## config.mk

```make
export PLATFORM = sky130hd
export DESIGN_NAME = wb_port_arbiter
export DESIGN_NICKNAME = d
export VERILOG_FILES = /design/src/rtl/wb_port_arbiter.sv
export SDC_FILE = /design/constraint.sdc
export NUM_CORES = 1
export LEC_CHECK = 0
export CAP_MARGIN = 20
export CORE_MARGIN = 3
export CORE_UTILIZATION = 35
export DETAILED_ROUTE_END_ITERATION = 12
export PLACE_DENSITY = 0.72
export SETUP_SLACK_MARGIN = 0.5
export SYNTH_ARGS = -nofsm -noshare
export SYNTH_HDL_FRONTEND = slang
export SYNTH_SLANG_ARGS = --single-unit
```

## constraint.sdc

```tcl
create_clock -name clk -period 2.9 [get_ports clk]
set_clock_uncertainty 0.15 [all_clocks]
set_input_delay 0.435 -clock clk [delete_from_list [all_inputs] [get_ports clk]]
set_output_delay 0.435 -clock clk [all_outputs]
set_load 0.05 [all_outputs]
```

## src/rtl/wb_port_arbiter.sv

```systemverilog
`default_nettype none
// ============================================================================
//  Module   : wb_port_arbiter
//  Purpose  : Shares the register-file write port between pipeline writeback
//             (always first) and a FIFO of buffered multiply/divide results.
//  Revision : 1.0
// ============================================================================
module wb_port_arbiter #(
  parameter int WIDTH        = 32,
  parameter int DEPTH        = 2,
  parameter int STARVE_LIMIT = 8
) (
  input  logic                     clk,
  input  logic                     rst,
  input  logic                     wb_we,
  input  logic [4:0]               wb_rd,
  input  logic [WIDTH-1:0]         wb_data,
  input  logic                     mdu_valid,
  input  logic [4:0]               mdu_rd,
  input  logic [WIDTH-1:0]         mdu_data,
  output logic                     mdu_ready,
  output logic                     rf_we,
  output logic [4:0]               rf_waddr,
  output logic [WIDTH-1:0]         rf_wdata,
  output logic                     stall_req,
  output logic [$clog2(DEPTH):0]   fifo_count
);

  localparam int PW = (DEPTH > 1) ? $clog2(DEPTH) : 1;
  localparam int CW = $clog2(DEPTH) + 1;
  localparam int SW = $clog2(STARVE_LIMIT + 1);
  localparam logic [CW-1:0] c_depth = CW'(DEPTH);
  localparam logic [SW-1:0] c_limit = SW'(STARVE_LIMIT);

  typedef enum logic [0:0] {
    NORMAL = 1'b0,
    STALL  = 1'b1
  } state_t;

  state_t r_state, w_state_next;

  logic [WIDTH+4:0] r_mem [DEPTH];
  logic [PW-1:0]    r_wptr, r_rptr;
  logic [CW-1:0]    r_count;
  logic [SW-1:0]    r_starve;

  logic             w_push, w_pop, w_empty;
  logic [4:0]       w_head_rd;
  logic [WIDTH-1:0] w_head_data;

  assign w_empty     = (r_count == '0);
  assign mdu_ready   = (r_count < c_depth);
  assign w_push      = mdu_valid && mdu_ready;
  // Pop is decided on the pre-edge count, so an entry pushed into an empty
  // FIFO can only retire on the following cycle.
  assign w_pop       = !wb_we && !w_empty;
  assign w_head_rd   = r_mem[r_rptr][WIDTH+4:WIDTH];
  assign w_head_data = r_mem[r_rptr][WIDTH-1:0];
  assign fifo_count  = r_count;
  assign stall_req   = (r_state == STALL);

  always_ff @(posedge clk) begin
    if (w_push) begin
      r_mem[r_wptr] <= {mdu_rd, mdu_data};
    end
  end

  always_ff @(posedge clk) begin
    if (rst) begin
      r_wptr  <= '0;
      r_rptr  <= '0;
      r_count <= '0;
    end else begin
      if (w_push) begin
        r_wptr <= r_wptr + PW'(1);
      end
      if (w_pop) begin
        r_rptr <= r_rptr + PW'(1);
      end
      case ({w_push, w_pop})
        2'b10:   r_count <= r_count + CW'(1);
        2'b01:   r_count <= r_count - CW'(1);
        default: r_count <= r_count;
      endcase
    end
  end

  always_ff @(posedge clk) begin
    if (rst) begin
      r_starve <= '0;
    end else if (w_empty || w_pop) begin
      r_starve <= '0;
    end else if (wb_we && (r_starve != c_limit)) begin
      r_starve <= r_starve + SW'(1);
    end
  end

  always_ff @(posedge clk) begin
    if (rst) begin
      rf_we    <= 1'b0;
      rf_waddr <= '0;
      rf_wdata <= '0;
    end else if (wb_we) begin
      rf_we    <= (wb_rd != 5'd0);
      rf_waddr <= wb_rd;
      rf_wdata <= wb_data;
    end else if (w_pop) begin
      rf_we    <= (w_head_rd != 5'd0);
      rf_waddr <= w_head_rd;
      rf_wdata <= w_head_data;
    end else begin
      rf_we    <= 1'b0;
    end
  end

  always_ff @(posedge clk) begin
    if (rst) begin
      r_state <= NORMAL;
    end else begin
      r_state <= w_state_next;
    end
  end

  always_comb begin
    w_state_next = r_state;
    case (r_state)
      NORMAL: if (r_starve == c_limit) w_state_next = STALL;
      // A late push while empty keeps the freeze until that entry drains too.
      STALL:  if (w_empty && !w_push) w_state_next = NORMAL;
      default: w_state_next = NORMAL;
    endcase
  end

endmodule
`default_nettype wire

```

* Word-level counts from Yosys, hierarchy flattened
Memories as Yosys holds them, arrays and structs flattened. A register that Yosys moved wholly into a read port is not among the register bits.
Index checks and enable logic that the tools add are counted.
** Cells by class
- Reductions and logical operators :: 14
- Equality and inequality tests :: 4
- Shift operators :: 0
- Div/mod/pow operators :: 0
- Bitwise operators :: 1
- Multiply operators :: 0
- Add/subtract/negate cells :: 5
- Muxes and demuxes :: 14
- Magnitude comparators :: 1
** Operators by type and width (number)
- 32-bit 2-to-1 mux :: 2
- 5-bit 2-to-1 mux :: 2
- 5-bit nonzero test :: 2
- 1-bit 2-to-1 mux :: 8
- 4-bit by 1-bit adder with 4-bit output (second input constant) :: 1
- 4-bit == test (second input constant) :: 1
- 1-bit logical AND :: 4
- 4-bit != test (second input constant) :: 1
- 2-bit one-hot mux with 2 select lines :: 1
- 2-bit nonzero test :: 2
- 1-bit zero test :: 3
- 1-bit adder (second input constant) :: 2
- 2-bit by 1-bit adder with 2-bit output (second input constant) :: 1
- 2-bit by 1-bit == test with 1-bit output (second input constant) :: 1
- 2-bit == test (second input constant) :: 1
- 2-bit zero test :: 1
- 2-bit less-than comparator (second input constant) :: 1
- 1-bit one-hot mux with 2 select lines :: 1
- 2-bit OR reduction :: 1
- 2-bit by 1-bit subtractor with 2-bit output (second input constant) :: 1
- 1-bit logical OR :: 1
- 1-bit NOT :: 1
** Storage, ports and cells
- Bits of input ports :: 78
- Word-level logic and storage cells :: 48
- Bits in latches :: 0
- Memories kept :: 1
- Register bits after elaboration :: 47
- Bits in writable memories :: 74
- Output and inout port bits :: 42
- Bits in read-only memories :: 0
** Memory list
- r_mem :: words 2, bits a word 37, rd ports 1, clocked after memory_dff 1, wr ports 1, line 42 : logic [WIDTH+4:0] r_mem [DEPTH];

* Longest topological paths before layout
Gate-level depths: netlist (run 1).
- Depth in word-level cells :: 6
- Gate-level depth with buffers :: 8
- Gate-level depth less buffers :: 6

* Least setup slack after synthesis (run 1)
No wires, ideal clock.
- Kind :: flip-flop to flip-flop
- Start :: reg r_count[1], in the netlist fifo_count[1]
- End :: mem r_mem[0][0] (netlist name) (enable)
- Clock period less this slack :: 3.219 ns
- Path buffers :: 2
- Data arrival time :: 2.638 ns
- Required time :: 2.319 ns
- Cell stages (with the launch flop) :: 5
- Path slack :: -0.319 ns
- Library setup time :: 0.431 ns
- Cells stage by stage :: dfxtp_1 -> buf_6 -> clkbuf_1 -> nand2b_1 -> nor2_1
** Between the ends
- Longest elaborated chain between the ends :: 4
** Ends and longest elaborated chain
- from (decl) :: line 44 : logic [CW-1:0] r_count;
- from (signal assigned) :: line 81 : 2'b10: r_count <= r_count + CW'(1);
- from (signal assigned) :: line 82 : 2'b01: r_count <= r_count - CW'(1);
- from (signal assigned) :: line 83 : default: r_count <= r_count;
- 2-bit less-than comparator :: line 52 : assign mdu_ready = (r_count < c_depth);
- 1-bit logical AND :: line 53 : assign w_push = mdu_valid && mdu_ready;
- 1-bit 2-to-1 mux :: line 63 : if (w_push) begin
- 1-bit 2-to-1 mux (implied by the code) :: line 64 : r_mem[r_wptr] <= {mdu_rd, mdu_data};
- to (decl) :: line 42
No other way between the ends.

* Worst setup path after layout (run 1)
- Start :: reg rf_waddr[0]
- End :: out rf_waddr[0]
** RTL lines
- from (decl) :: line 23 : output logic [4:0] rf_waddr,
- from (signal assigned) :: line 105 : rf_waddr <= wb_rd;
- from (signal assigned) :: line 109 : rf_waddr <= w_head_rd;
No word-level cell between the ends.

==> impl_metrics.toml, run 1 <==
[synth]
syn_area_sq_mm = 0.00487
yosysUniqueCellTypes = 35
synth_edf_count = 74
synthArstFlopShare_pct = 0
syn_avg_cell_area_sq_um = 12.5
yosys_warnings = 0
synth_ff_type = "edfxtp_1"
syn_nets = 472
synth_cells = 391
synth-seq-cells = 122
ys_seq_area_share_pct = 65.3

[sta]
min_period_ns = 2.18
slew_violations = 0
finalCritPeriodShare_pct = 75.1
tightest_slew_ns = 0.673
fin_tns_setup_ns = 0
rsz0062_at_grt = "false"
setup_viol = 0
hold_viol = 0
fmax_mhz = 459
relSlewSlack_pct = 55.2

[power_and_ir_drop]
p_leak_nw = 2.39
vdd_drop_max_v = 0.000402
power_density_mw_per_mm2 = 956

[global_routing]
grt_usage_pct = 15.6
grt_pass1_vias = 3701
grt_antenna_before_repair = 0
grt-ovfl-total = 0
grt_first_pass_wirelength_microns = 18000
grt_max_degree = 48

[worst_setup_path]
slowest_delay_ns = 0.87
cp_max_fo = 2
crit_end = "rf_waddr[0]"
crit_buf_inv = 1
cp_top_family = "buffers and inverters"
startpoint = "rf_waddr[0]"
path_class = "reg -> out"
crit_path_end_kind = "primary output"
slowest_stage = "clkdlybuf4s50_1"
worstPathRequired_ns = 2.32
cp.depth = 1
r2r-end = "rf_we"
crit_path_cell_trace = "clkdlybuf4s50_1"
cp.arrival_ns = 1.59
startpoint_type = "flop"
reg2reg_depth = 4
r2r-start = "fifo_count[1]"
rrSetupSlack_ns = 0.80

[final_layout]
final_util_pct = 50.5
antenna_cells = 0
final_layout_size_suffix_gt1_share_pct = 8.90
fill_cells = 1207
fin_nets = 585
area_growth_pct = 39.0

[floorplan]
die_y_microns = 124
fp-row-count = 42
start_util_pct = 36.3
die_area_sq_mm = 0.0154
die_x_microns = 124
pin_count = 120
core_sq_mm = 0.0134

[clock_network]
cts_tree = "built"
root_buffer = "clkbuf_16"
cts_num_sinks = 122
clock_path_buffers = 2
clk_latency_ns = 0.40
path_clk_slew_ns = 0.05
numCtsBuffers = 17
h-tree-depth = 4

[flow_run]
cap_violations = 0

[drt]
viasPerCell = 5.02
drt-pass1-iter-count = 4
drtAntennaViolNets = 0
drc = 0
vias = 3481
routed_wl_microns = 11700
wl_per_cell_microns = 17.0
drt_first_iter_violations = 218

[outcome]
outcome = "complete, no violations"

[hold_path]
min_path_type = "reg -> reg"
min_from = "stall_req"

[placement]
port_buffers = 119
hpwl_microns = 7630
gp_congestion = 0.770
==> sequential cells by signal, summed over array words and instances, names as in the netlist, named ones only <==
name        flops
rf_waddr        5
r_rptr          1
stall_req       1
rf_wdata       32
r_mem          74
fifo_count      2
r_wptr          1
rf_we           1
r_starve        4
==> what timing repair did <==
item,CTS,global route
setup buffers,0,0
setup endpoints to repair,1,2
hold buffers,0,0
resized for setup,1,2
==> power breakdown <==
group | internal, mW | switching, mW | total [mW]
Clock | 1.36 | 0.729 | 2.09
Combinational | 0.773 | 1.20 | 1.97
Sequential | 2.20 | 0.214 | 2.42
==> cell usage after synthesis (2+ instances only) <==
cell | number | area, sq um
edfxtp_1 | 74 | 2220
dfxtp_1 | 48 | 961
a21oi_1 | 42 | 210
nand2_1 | 38 | 143
a211o_1 | 37 | 324
mux2i_1 | 36 | 360
nor3_1 | 36 | 180
clkbuf_1 | 19 | 71.3
nor2_1 | 8 | 30.0
buf_2 | 7 | 35.0
buf_6 | 5 | 56.3
o21ai_0 | 5 | 25.0
inv_1 | 4 | 15.0
nand3_1 | 4 | 20.0
ha_1 | 3 | 37.5
or4_1 | 3 | 22.5
xor2_1 | 3 | 26.3
or3_1 | 2 | 12.5
==> cells in the final DEF, fill, tap and decap left out, types with 2 or more instances in the layout <==
master	instances
xor2_1	3
a21oi_1	42
or4_1	3
nand3_1	4
clkinv_2	5
buf_4	7
nor2_1	7
mux2i_1	36
dlymetal6s2s_1	2
nor3_1	36
edfxtp_1	74
clkbuf_16	17
or3_1	2
inv_1	4
buf_2	2
o21ai_0	5
dfxtp_2	3
clkdlybuf4s50_1	114
a211o_1	37
nand2_1	38
dfxtp_1	45
clkinv_1	2
clkinvlp_4	3
bufinv_16	3
ha_1	3
==> stage by stage <==
stage / hold WS, ns / instance area, sq um / cells / power [mW] / setup WS, ns
3_3_place_gp: 0.313 / 6170 / 661 / 4.40 / 0.710
3_5_place_dp: 0.326 / 6170 / 661 / 4.44 / 0.618
2_1_floorplan: 0.324 / 4880 / 391 / 3.85 / 0.631
6_report: 0.334 / 6770 / 693 / 6.48 / 0.721
4_1_cts: 0.333 / 6770 / 693 / 6.54 / 0.514
5_1_grt: 0.362 / 6770 / 693 / 6.78 / 0.674
==> worst min-delay path by stage <==
stage,end,depth (start not counted),slack (ns)
finish,stall_req,1,0.33
global route,rf_waddr[0],2,0.36
CTS,stall_req,1,0.33
detailed placement,stall_req,1,0.33
global placement,stall_req,1,0.31
floorplan,r_starve[2],2,0.32
==> layout make-up <==
class	count	area, sq um	share of cell area, %
clock buffers	18	439	6.49
multi-input cells	232	1520	22.4
inverters	5	18.8	0.277
flip-flops and latches	122	3190	47.1
well taps	176	220	3.25
repair buffers	126	1240	18.3
clock inverters	14	154	2.27
==> cell families (layout without fill, tap and decap cells) <==
family	after synthesis	in the layout	share of synthesized area, %
buffers and inverters	37	163	3.80
AO/OA/AOI/OAI	89	89	12.2
XOR/XNOR	4	4	0.719
flip-flops	122	122	65.3
adder cells (fa/ha/maj)	3	3	0.771
AND/OR/NAND/NOR	99	99	9.53
multiplexers	37	37	7.63
==> per-layer routing <==
| metal | up-vias | wire length, microns | GRT usage, % |
|---|---|---|---|
| li1 | 1688 | - | - |
| met1 | 1675 | 4880 | 17.9 |
| met2 | 103 | 6070 | 27.4 |
| met3 | 15 | 625 | 4.77 |
| met4 | 0 | 174 | 5.75 |
| met5 | - | 0 | 0 |
Power figures use the tool's default switching activity.
==> run 2: changes to the inputs <==
--- a/config.mk
+++ b/config.mk
@@ -9,7 +9,7 @@
 export CORE_MARGIN = 3
 export CORE_UTILIZATION = 35
 export DETAILED_ROUTE_END_ITERATION = 12
-export PLACE_DENSITY = 0.72
+export PLACE_DENSITY = 0.7
 export SETUP_SLACK_MARGIN = 0.5
 export SYNTH_ARGS = -nofsm -noshare
 export SYNTH_HDL_FRONTEND = slang
==> constraint.sdc (replaced) <==
create_clock -name clk -period 2.3 [get_ports clk]
set_clock_uncertainty 0.15 [all_clocks]
set_input_delay 0.345 -clock clk [delete_from_list [all_inputs] [get_ports clk]]
set_output_delay 0.345 -clock clk [all_outputs]
set_load 0.05 [all_outputs]
==> run 2 against run 1 <==
Non-clock buffer count rose by 8. Sequential power rose by 23%. Worst setup slack got worse by 0.19 ns. Global-route usage rose by 0.68 points. Die area did not move. Sequential share of layout area fell by 0.11 points. Cell count rose by 1.3%. First-iteration DRC count fell by 29%. Via count rose by 2.9%. Critical path type unchanged. Critical endpoint is now rf_waddr[1].
==> impl_metrics.toml, run 2 (synthesized netlist as in run 1, its figures left out) <==
[outcome]
outcome = "complete, no violations"

[worst_setup_path]
cp.depth = 1
cp_top_family = "buffers and inverters"
startpoint_type = "flop"
worstPathRequired_ns = 1.80
slowest_stage = "dlygate4sd2_1"
cp_max_fo = 2
cp.arrival_ns = 1.28
reg2reg_depth = 4
crit_buf_inv = 1
crit_path_cell_trace = "dlygate4sd2_1"
rrSetupSlack_ns = 0.63
slowest_delay_ns = 0.53
path_class = "reg -> out"
r2r-start = "fifo_count[1]"
crit_path_end_kind = "primary output"
r2r-end = "fifo_count[1]"

[global_routing]
grt_max_degree = 41
grt_antenna_before_repair = 1
grt_usage_pct = 16.3
grt-ovfl-total = 0
grt_first_pass_wirelength_microns = 18300
grt_pass1_vias = 3599

[flow_run]
cap_violations = 0

[placement]
port_buffers = 119
gp_congestion = 0.739
hpwl_microns = 7940
place_ws_ns = 0.235
placed_area_sq_mm = 0.00623

[final_layout]
area_growth_pct = 39.6
largest_reg_flops = 74
reg_top3 = "r_mem x74, rf_wdata x32, rf_waddr x5"
fin_area_sq_mm = 0.00680
top_register = "r_mem"
fin_nets = 593
final_layout_size_suffix_gt1_share_pct = 13.3
final_common_cell = "clkdlybuf4s50_1"
final_cell_mix = "clkdlybuf4s50_1 (75), edfxtp_1 (74), dfxtp_1 (45), a21oi_1 (42), nand2_1 (38)"

[drt]
drt-pass1-iter-count = 6
wl_per_cell_microns = 17.3
routed_wl_microns = 12100
drt_first_iter_violations = 155
vias = 3582
drc = 0
viasPerCell = 5.10
drtAntennaViolNets = 0

[power_and_ir_drop]
p_leak_nw = 2.50
share_comb_of_total_power_pct = 31.9
pwr-share-seq_pct = 36.4
p_sw_share_pct = 33.4
power_density_mw_per_mm2 = 1200
internal-power_mw = 5.45
p_switching_mw = 2.73
p_clk_share_pct = 31.7
vdd_drop_max_v = 0.000691
totalPowerFinal_mw = 8.19

[clock_network]
cts_num_sinks = 122
h-tree-depth = 4
clk_latency_ns = 0.41
clock_path_buffers = 2
numCtsBuffers = 17
path_clk_slew_ns = 0.05
cts_tree = "built"
root_buffer = "clkbuf_16"

[floorplan]
die_x_microns = 124
die_area_sq_mm = 0.0154
fp-row-count = 42
pin_count = 120
die_y_microns = 124
core_sq_mm = 0.0134
start_util_pct = 36.3

[sta]
tightest_slew_ns = 0.513
hold_viol = 0
min_period_ns = 1.77
finalCritPeriodShare_pct = 77.0
fmax_mhz = 564
fin_tns_setup_ns = 0
holdWs_ns = 0.176
rsz0062_at_grt = "false"
slew_violations = 0
worst_slack_ns = 0.528
relSlewSlack_pct = 65.8
setup_viol = 0

[hold_path]
min_path_cells = 2
min_to = "rf_waddr[3]"
min_path_type = "in -> reg"
min_from = "rst"
## run 2: repair_timing
action | 4_1_cts | 5_1_grt
hold buffers | 0 | 0
setup endpoints to repair | 42 | 25
gates resized for setup | 53 | 32
buffers inserted | 4 | 0
## run 2: area by class of cell
class                      count  area, sq um
fill                        1219         6600
sequential                   122         3190
multi-input combinational    232         1530
timing repair buffer         134         1250
clock buffer                  23          489
tap                          176          220
clock inverter                 9         93.8
inverter                       5         21.3
antenna                        1         2.50
## run 2: power by group through the flow
stage	clock network (mW)	registers, mW	logic (mW)
global route	2.74	3.02	2.82
CTS	2.64	2.98	2.65
finish	2.60	2.98	2.61
floorplan	0	3.46	1.43
global placement	0	3.07	2.52
detailed placement	0	3.09	2.57
## run 2: layer usage
metal	vias to the layer above	routed length [microns]	global-route usage, %
met5	-	0	0
met4	0	165	6.43
met3	16	666	4.86
met2	103	6280	29.2
met1	1751	5010	18.0
li1	1712	-	-
## run 2: worst max path at each step
stage                                to  slack, ns     startpoint
after detailed placement  fifo_count[1]       0.23      mdu_valid
after CTS                     mdu_ready       0.35  fifo_count[1]
final                       rf_waddr[1]       0.53    rf_waddr[1]
after global placement    fifo_count[1]       0.23      mdu_valid
after floorplan             r_mem[0][0]       0.34  fifo_count[1]
after global routing       rf_wdata[19]       0.50   rf_wdata[19]
## run 2: through the flow
step	util [%]	instances
3_3_place_gp	46.5	665
5_1_grt	50.7	702
6_report	50.7	702
3_5_place_dp	46.5	665
2_1_floorplan	-	391
4_1_cts	50.9	701
==> run 3: changes to the inputs <==
--- a/config.mk
+++ b/config.mk
@@ -9,7 +9,7 @@
 export CORE_MARGIN = 3
 export CORE_UTILIZATION = 35
 export DETAILED_ROUTE_END_ITERATION = 12
-export PLACE_DENSITY = 0.7
+export PLACE_DENSITY = 0.72
 export SETUP_SLACK_MARGIN = 0.5
 export SYNTH_ARGS = -nofsm -noshare
 export SYNTH_HDL_FRONTEND = slang
==> constraint.sdc (replaced) <==
create_clock -name clk -period 1.6 [get_ports clk]
set_clock_uncertainty 0.15 [all_clocks]
set_input_delay 0.24 -clock clk [delete_from_list [all_inputs] [get_ports clk]]
set_output_delay 0.24 -clock clk [all_outputs]
set_load 0.05 [all_outputs]
==> run 3 against run 2 <==
Die area unchanged. Via count grew 8.2%. Flip-flop and latch count stayed put. Design area is 23% higher. Worst setup slack worse by 0.51 ns. Cell count rose by 8.1%. Combinational power rose by 120%. Power up 74%. Largest power group is now combinational cells. Highest routed layer unchanged.
==> impl_metrics.toml, run 3 (synthesized netlist as in run 1, its figures left out) <==
[global_routing]
grt-ovfl-total = 0
grt_antenna_before_repair = 0
grt_first_pass_wirelength_microns = 20700
grt_usage_pct = 18.0
grt_max_degree = 75
grt_pass1_vias = 4009

[sta]
slew_violations = 0
hold_viol = 0
min_period_ns = 1.59
rsz0062_at_grt = "true"
fmax_mhz = 631
holdWs_ns = 0.0941
setup_viol = 0
worst_slack_ns = 0.0144
finalCritPeriodShare_pct = 99.1
tightest_slew_ns = 0.543
relSlewSlack_pct = 63.8

[final_layout]
multi_input_area_sq_mm = 0.00167
fill_cells = 950
regArea_sq_mm = 0.00326
final_util_pct = 62.2
fin_nets = 651
top_register = "r_mem"
largest_reg_flops = 74
reg_top3 = "r_mem x74, rf_wdata x32, rf_waddr x5"
final_layout_size_suffix_gt1_share_pct = 39.8
area_growth_pct = 71.1
final_cell_mix = "clkdlybuf4s50_1 (74), edfxtp_1 (74), buf_12 (52), buf_4 (40)"
antenna_cells = 0

[placement]
hpwl_microns = 8320
port_buffers = 119
place_ws_ns = -0.295
gp_congestion = 0.737

[worst_setup_path]
cp_max_fo = 6
path_class = "reg -> reg"
slowest_stage = "dfxtp_4"
rrSetupSlack_ns = 0.01
crit_path_end_kind = "flop"
startpoint_type = "flop"
reg2reg_depth = 6
r2r-end = "r_mem[0][23]"
crit_buf_inv = 4
crit_path_cell_trace = "nand2b_4 > buf_6 > nor2_4 > buf_12 > buf_8 > clkbuf_16"
slowest_delay_ns = 0.37
cp.arrival_ns = 1.56
cp_top_family = "buffers and inverters"
r2r-start = "fifo_count[1]"
worstPathRequired_ns = 1.58

[drt]
drt_first_iter_violations = 232
met1Wirelength_microns = 5500
drt-pass1-iter-count = 4
viasPerCell = 5.11
route.met3.wl_microns = 875
vias = 3876
drc = 0
routed_wl_microns = 13900
topRoutingLayerUsed = "met4"
wl_per_cell_microns = 18.3
route.met2.wl_microns = 7180
drtAntennaViolNets = 0

[floorplan]
die_area_sq_mm = 0.0154
core_sq_mm = 0.0134
die_x_microns = 124
die_y_microns = 124
fp-row-count = 42
start_util_pct = 36.3
pin_count = 120

[clock_network]
root_buffer = "clkbuf_16"
cts_num_sinks = 122
numCtsBuffers = 17
h-tree-depth = 4
clk_latency_ns = 0.40
clock_path_buffers = 2
cts_tree = "built"
path_clk_slew_ns = 0.06

[flow_run]
cap_violations = 0

[power_and_ir_drop]
p_leak_nw = 3.09
vdd_drop_max_v = 0.000964
power_density_mw_per_mm2 = 1710

[hold_path]
min_from = "rst"
min_path_type = "in -> reg"
min_path_cells = 2
min_to = "rf_waddr[3]"

[outcome]
outcome = "complete, no violations"
==> run 3: worst reg2reg max path: stages (launching register included) <==
cell       delay [ns]
dfxtp_4          0.37
nand2b_4         0.16
buf_6            0.12
nor2_4           0.16
buf_12           0.13
buf_8            0.10
clkbuf_16        0.13
==> run 3: final cells by class <==
type	instances	area share (%)
inverters	5	0.315
multi-input cells	232	20.1
repair buffers	192	30.3
flip-flops and latches	122	39.1
clock buffers	21	5.53
clock inverters	11	2.03
well taps	176	2.64
==> run 3: layer usage <==
layer  global-route usage, %  vias to the layer above
met2                    29.8                      142
met4                    7.53                        0
met5                       0                        -
met1                    22.0                     1889
li1                        -                     1826
met3                    5.22                       19
==> run 3: where the power goes <==
| group | internal, mW | total, mW | switching, mW |
|---|---|---|---|
| sequential | 4.05 | 4.42 | 0.375 |
| clock | 2.69 | 4.05 | 1.36 |
| combinational | 3.01 | 5.80 | 2.79 |
==> run 3: how the worst max path moves through the flow <==
stage                  startpoint  cells after the start             to
floorplan           fifo_count[1]                      4    r_mem[0][0]
global placement        mdu_valid                      5  fifo_count[1]
detailed placement      mdu_valid                      5  fifo_count[1]
CTS                 fifo_count[1]                      3  fifo_count[1]
global route        fifo_count[1]                      6  fifo_count[1]
finish              fifo_count[1]                      6   r_mem[0][23]
==> run 3: timing repair <==
item,CTS,global route
pin swaps,5,7
gates resized for setup,70,39
setup buffers,34,8
cloned,8,1
hold endpoints to repair,0,0
endpoints found under the setup margin,163,164
hold buffers,0,0
==> run 3: metrics by stage <==
step	setup TNS [ns]	power [mW]	area (sq um)	cells
global route	-0.369	14.8	8330	759
detailed placement	-16.53	8.92	6800	676
global placement	-16.97	8.80	6800	676
CTS	0	14.0	8110	750
floorplan	-18.91	7.16	4980	391
finish	0	14.3	8330	759
